<file path="src/rtl/regfile_wr_arbiter_if.sv">
// Register-file write-port bundle: two write requesters plus the registered
// commit port that feeds the write-enable decoder and the data port.
// The arbiter connects through the slave modport; the requesters and the
// register file connect through the master modport.
interface regfile_wr_arbiter_if #(
    parameter int DATA_W = 64
);
    // Requester 0: pipeline writeback
    logic              req0_valid;
    logic              req0_ready;
    logic [4:0]        req0_addr;
    logic [DATA_W-1:0] req0_data;
    // Requester 1: multi-cycle unit
    logic              req1_valid;
    logic              req1_ready;
    logic [4:0]        req1_addr;
    logic [DATA_W-1:0] req1_data;
    // Register-file commit port
    logic              wr_hold;
    logic              wr_en;
    logic [4:0]        wr_addr;
    logic [DATA_W-1:0] wr_data;
    logic              last_grant;

    modport slave (
        input  req0_valid, req0_addr, req0_data,
        input  req1_valid, req1_addr, req1_data,
        input  wr_hold,
        output req0_ready, req1_ready,
        output wr_en, wr_addr, wr_data, last_grant
    );

    modport master (
        output req0_valid, req0_addr, req0_data,
        output req1_valid, req1_addr, req1_data,
        output wr_hold,
        input  req0_ready, req1_ready,
        input  wr_en, wr_addr, wr_data, last_grant
    );
endinterface

</file>
<file path="src/rtl/regfile_wr_arbiter.sv">
// Two-requester write arbiter in front of a single register-file write port.
// Requester 0 (pipeline WB) and requester 1 (multi-cycle unit) compete for one
// registered write slot. The slot is free unless a write is pending and the
// register file is holding it. Writes to register 31 (XZR) are accepted but
// never enabled.
// Optional feature: define RFW_ROUND_ROBIN_EN to alternate tie winners;
// otherwise requester 0 always wins ties.
module regfile_wr_arbiter #(
    parameter int DATA_W = 64
) (
    input  logic                 clk,
    input  logic                 reset,
    regfile_wr_arbiter_if.slave  bus
);

    localparam logic [4:0] XZR_ADDR = 5'd31;

    logic              wr_en_q,      wr_en_d;
    logic [4:0]        wr_addr_q,    wr_addr_d;
    logic [DATA_W-1:0] wr_data_q,    wr_data_d;
    logic              last_grant_q, last_grant_d;

    logic slot_free;
    logic tie_pick1;
    logic grant0;
    logic grant1;

    // Slot availability and grant selection; readys are purely combinational.
    always_comb begin
        slot_free = !wr_en_q || !bus.wr_hold;
`ifdef RFW_ROUND_ROBIN_EN
        // Tie goes to whichever requester was not granted last.
        tie_pick1 = !last_grant_q;
`else
        tie_pick1 = 1'b0;
`endif
        grant0 = !reset && slot_free && bus.req0_valid && (!bus.req1_valid || !tie_pick1);
        grant1 = !reset && slot_free && bus.req1_valid && (!bus.req0_valid ||  tie_pick1);
    end

    assign bus.req0_ready = grant0;
    assign bus.req1_ready = grant1;

    // Next-state for the write port and grant history.
    always_comb begin
        // NOTE: every variable gets a default first so no path leaves it unassigned (no latches).
        wr_en_d      = wr_en_q;
        wr_addr_d    = wr_addr_q;
        wr_data_d    = wr_data_q;
        last_grant_d = last_grant_q;
        if (grant0) begin
            wr_en_d      = (bus.req0_addr != XZR_ADDR);
            wr_addr_d    = bus.req0_addr;
            wr_data_d    = bus.req0_data;
            last_grant_d = 1'b0;
        end else if (grant1) begin
            wr_en_d      = (bus.req1_addr != XZR_ADDR);
            wr_addr_d    = bus.req1_addr;
            wr_data_d    = bus.req1_data;
            last_grant_d = 1'b1;
        end else if (slot_free) begin
            // Slot drained with nothing new: drop the enable, keep addr/data.
            wr_en_d = 1'b0;
        end
    end

    // State registers with synchronous reset; a held write is discarded.
    always_ff @(posedge clk) begin
        // NOTE: sequential state uses non-blocking assignments only.
        if (reset) begin
            wr_en_q      <= 1'b0;
            wr_addr_q    <= '0;
            wr_data_q    <= '0;
            last_grant_q <= 1'b1;
        end else begin
            wr_en_q      <= wr_en_d;
            wr_addr_q    <= wr_addr_d;
            wr_data_q    <= wr_data_d;
            last_grant_q <= last_grant_d;
        end
    end

    assign bus.wr_en      = wr_en_q;
    assign bus.wr_addr    = wr_addr_q;
    assign bus.wr_data    = wr_data_q;
    assign bus.last_grant = last_grant_q;

endmodule

</file>
<file path="src/flat_wrapper.sv">
// flat-port wrapper written by rule: the top's interface ports become plain ports
module regfile_wr_arbiter_flat 
#(
    parameter int DATA_W = 64
)
  (clk, reset, bus_req0_valid, bus_req0_addr, bus_req0_data, bus_req1_valid, bus_req1_addr, bus_req1_data, bus_wr_hold, bus_req0_ready, bus_req1_ready, bus_wr_en, bus_wr_addr, bus_wr_data, bus_last_grant);
  regfile_wr_arbiter_if #(.DATA_W(DATA_W)) bus_i ();
  input  logic clk;
  input  logic reset;
  input wire logic [$bits(bus_i.req0_valid)-1:0] bus_req0_valid;
  input wire logic [$bits(bus_i.req0_addr)-1:0] bus_req0_addr;
  input wire logic [$bits(bus_i.req0_data)-1:0] bus_req0_data;
  input wire logic [$bits(bus_i.req1_valid)-1:0] bus_req1_valid;
  input wire logic [$bits(bus_i.req1_addr)-1:0] bus_req1_addr;
  input wire logic [$bits(bus_i.req1_data)-1:0] bus_req1_data;
  input wire logic [$bits(bus_i.wr_hold)-1:0] bus_wr_hold;
  output wire logic [$bits(bus_i.req0_ready)-1:0] bus_req0_ready;
  output wire logic [$bits(bus_i.req1_ready)-1:0] bus_req1_ready;
  output wire logic [$bits(bus_i.wr_en)-1:0] bus_wr_en;
  output wire logic [$bits(bus_i.wr_addr)-1:0] bus_wr_addr;
  output wire logic [$bits(bus_i.wr_data)-1:0] bus_wr_data;
  output wire logic [$bits(bus_i.last_grant)-1:0] bus_last_grant;
  assign bus_i.req0_valid = bus_req0_valid;
  assign bus_i.req0_addr = bus_req0_addr;
  assign bus_i.req0_data = bus_req0_data;
  assign bus_i.req1_valid = bus_req1_valid;
  assign bus_i.req1_addr = bus_req1_addr;
  assign bus_i.req1_data = bus_req1_data;
  assign bus_i.wr_hold = bus_wr_hold;
  assign bus_req0_ready = bus_i.req0_ready;
  assign bus_req1_ready = bus_i.req1_ready;
  assign bus_wr_en = bus_i.wr_en;
  assign bus_wr_addr = bus_i.wr_addr;
  assign bus_wr_data = bus_i.wr_data;
  assign bus_last_grant = bus_i.last_grant;
  regfile_wr_arbiter #(.DATA_W(DATA_W)) u_core (.clk(clk), .reset(reset), .bus(bus_i));
endmodule
</file>
<file path="config.mk">
export PLATFORM = sky130hd
export DESIGN_NAME = regfile_wr_arbiter_flat
export DESIGN_NICKNAME = d
export VERILOG_FILES = /design/src/rtl/regfile_wr_arbiter_if.sv /design/src/rtl/regfile_wr_arbiter.sv /design/src/flat_wrapper.sv
export SDC_FILE = /design/constraint.sdc
export NUM_CORES = 1
export LEC_CHECK = 0
export CAP_MARGIN = 20
export CORE_AREA = 2 2 101 103
export CTS_CLUSTER_DIAMETER = 80
export DETAILED_ROUTE_END_ITERATION = 16
export DIE_AREA = 0 0 103 105
export PLACE_DENSITY = 0.77
export SLEW_MARGIN = 20
export SYNTH_ARGS = -nofsm -noshare
export SYNTH_HDL_FRONTEND = slang
export SYNTH_SLANG_ARGS = --single-unit
export TNS_END_PERCENT = 50
</file>
<file path="constraint.sdc">
create_clock -name clk -period 1.2 [get_ports clk]
set_input_delay 0.12 -clock clk [delete_from_list [all_inputs] [get_ports clk]]
set_output_delay 0.12 -clock clk [all_outputs]
set_load 0.01 [all_outputs]
</file>
==> out/qor.txt <==
cell chain of the critical path: buf_6 -> and2_4 -> nor3_4 -> buf_6 -> buf_12 -> buf_16 -> o221a_2
cell depth of the worst min-delay path: 2
hold_sp: reset
CTS tree: built
relative slew slack: 61.1%
initial DRC count: 122
vias in the first global route: 3986
syn_area_per_cell: 9.38 sq um
clock tree buffer depth: 2
most frequent CP cell: buf_6
Final GP Congestion: 0.751
Synth top area share: 46.6%
Tot Pwr: 6.89 mW
Ys Warns: 0
Worst Setup End Kind: flop
Final setup viols: 72
Fin Clk Skew: 9.24 ps
Mapped Nets: 468
top_reg_cell synth: dfxtp_1
Post-Syn Instances: 325
outcome: finished with violations
worst-case reg-to-reg path depth: 7
Max FO, Critical Path: 9
DIE HEIGHT: 105 um
drt wl/cell: 20.5 um
worst r2r dst: u_core.bus.wr_data[61]
Final #Nets: 710
most common cell in the netlist: dfxtp_1
Worst Setup Slack, final: -202 ps
worst min-delay path category: in2reg
reg2reg setup slack: -200 ps
initial antenna violation count: 0
largest net degree at the start of global routing: 37
Commonest cells post-synth: dfxtp_1 (71), a21oi_1 (69), inv_1 (69), o221a_2 (68), clkbuf_1 (14)
share of layout cells above drive strength 1: 33.6%
Routed Antenna Nets: 0
register area share after synthesis: 46.6%
P per Cell Area: 1030 nW/um^2
Port Buffer Count: 215
xor-xnor portion of the synthesized cell area: 0%
Fin. Hold Viols: 0
CTS Sinks: 71
clk_lat worst skew: 350 ps
fin util: 69.2%
WS Path Type: reg2reg
Worst Path Required: 1430 ps
reg2reg start: u_core.bus.wr_en
die area: 10800 sq um
Inserted Clock Buffers: 9
crit-path max cell delay: 360 ps
Slew Viols, Final: 0
number of flops mapped to enable cells by yosys: 0
maximum VDD drop: 0.659 mV
Rows: 36
DR vias: 3616
Layout area overhead: 119%
asr flop ratio synth: 0%
RSZ-0062 raised after global routing: true
Max Clock Freq: 0.713 GHz
Worst EP arrival: 1640 ps
first-pass GRT wire length: 20000 um
CTS root buffer: clkbuf_8
largest family of logic cells by synthesized area: compound AO/OA/AOI/OAI gates
fin crit share: 117%
post-route cell area: 6670 sq um
GRT Util Overall: 24.0%
failing checks: setup timing
area of the mapped netlist: 3050 sq um
die width: 103 um
Multi-input gate area: 1720 sq um
fin crit period: 1400 ps
total detailed-routing wirelength: 14400 um
FILL cells: 775
hold worst-path end: u_core.bus.wr_en
CTS clk-pin slew, worst paths: 80 ps
maxcap violations: 0
Pre-antenna DRT Iters: 4
DP Wirelength: 7960 um
Area contributors post-synth: dfxtp_1 (47%), o221a_2 (25%), a21oi_1 (11%), inv_1 (8.5%), buf_2 (2.1%)
register area: 1430 sq um
critical path startpoint category: flop
Adder-Cell Fraction of Synth Area: 0%
hold-fix buffers at CTS: 0
DR DRC count: 0
Via density: 5.13
Yosys reg bits: 71
Initial Utilization: 31.6%
Worst Tran Pin Value: 584 ps
CP max-delay cell: dfxtp_4
Synth area leader: dfxtp_1
hold_ws: 154 ps
Core Area: 9640 sq um
diode count: 0
Synth Area in Simple Gates: 2.55%
DP Area: 5400 sq um
area fraction in compound gates after synthesis: 37.3%
grt ovf: 0
Synth cell types: 20
multiplexer share of the synthesized area: 0.657%
CTS H-Tree Depth: 3
number of top-level pins: 216
Leak: 3.05 nW
-- worst max-delay path: cells and delay by family, from the launching register on --
kind,cells,cell delay (ps)
flip-flops,1,360
AND/OR/NAND/NOR,2,190
buffers and inverters,4,500
AO/OA/AOI/OAI,1,230
-- flip-flops by register name, summed over array words and instances, names as in the netlist --
| register | cells |
|---|---|
| u_core.bus.last_grant | 1 |
| u_core.bus.wr_addr | 5 |
| u_core.bus.wr_data | 64 |
| u_core.bus.wr_en | 1 |
-- kinds of logic (layout without fill, tap and decap cells) --
| kind of cell | after synthesis | after routing |
|---|---|---|
| multiplexers | 2 | 2 |
| buffers and inverters | 98 | 345 |
| AO/OA/AOI/OAI | 141 | 141 |
| AND/OR/NAND/NOR | 13 | 13 |
| flip-flops | 71 | 71 |
-- cells in the final DEF (no fill, tap or decap) --
master           netlist  layout
o21ai_1                0       1
a21oi_2                0      48
o221a_4                0      27
dfxtp_1               71      70
nand2_1                3       2
buf_4                  2      10
a21oi_1               69      18
buf_16                 0      12
dfxtp_4                0       1
clkbuf_8               0       9
nand3b_1               1       1
o32ai_2                0       1
inv_1                 69      69
nor3_4                 1       2
bufinv_16              0       2
clkbuf_1              14       1
a21boi_4               0       1
clkbuf_16              0       6
buf_6                  0       9
buf_2                 13       2
buf_8                  0       2
dlygate4sd2_1          0      72
a21oi_4                0       3
nor2_1                 3       3
clkinvlp_4             0       2
clkdlybuf4s50_1        0     139
nand3_1                1       1
mux2i_1                2       2
nand4_1                1       1
clkinv_2               0       2
and2_4                 1       2
buf_12                 0       8
o221a_2               68      41
nand2_2                0       1
o21ai_2                0       1
-- how the worst max path moves through the flow --
stage	endpoint	from	depth (start not counted)	slack (ps)
finish	u_core.bus.wr_data[61]	u_core.bus.wr_en	7	-200
global route	u_core.bus.wr_data[61]	u_core.bus.wr_en	7	-230
CTS	bus_req1_ready	u_core.bus.wr_en	4	-200
detailed placement	u_core.bus.wr_data[3]	bus_wr_hold	5	-650
global placement	u_core.bus.wr_data[58]	bus_wr_hold	5	-590
floorplan	u_core.bus.wr_data[24]	u_core.bus.wr_en	5	10
-- where the power goes --
group	internal (mW)	total (mW)	switching, mW
combinational	1.26	2.11	0.851
sequential	2.54	2.66	0.116
clock	1.17	2.13	0.965
total	4.96	6.89	1.93
-- what timing repair did --
item,in CTS,in global routing
pin swaps,21,35
buffers inserted,9,2
resized for setup,142,58
gates cloned,13,7
endpoints found under the setup margin,143,74
-- through the flow --
stage / setup WS [ps] / instances / setup TNS (ps)
6_report: -202 / 705 / -10990
3_3_place_gp: -589 / 659 / -41510
2_1_floorplan: 11.4 / 325 / 0
5_1_grt: -225 / 705 / -13670
3_5_place_dp: -648 / 659 / -45360
4_1_cts: -202 / 697 / -9010
-- metal layers --
metal	GRT usage [%]	up-vias	routed length (um)
li1	-	1675	-
met1	24.4	1756	5340
met2	44.5	159	7570
met3	8.23	26	1200
met4	8.18	0	330
met5	0	-	0
-- cell type report --
type                       count  share of cell area (%)
sequential                    71                    21.4
clock inverter                 6                    1.28
timing repair buffer         260                    43.2
inverter                      69                    3.89
multi-input combinational    156                    25.9
tap                          133                    2.50
clock buffer                  10                    1.91
Note: power is estimated with default switching activity, not from simulation.
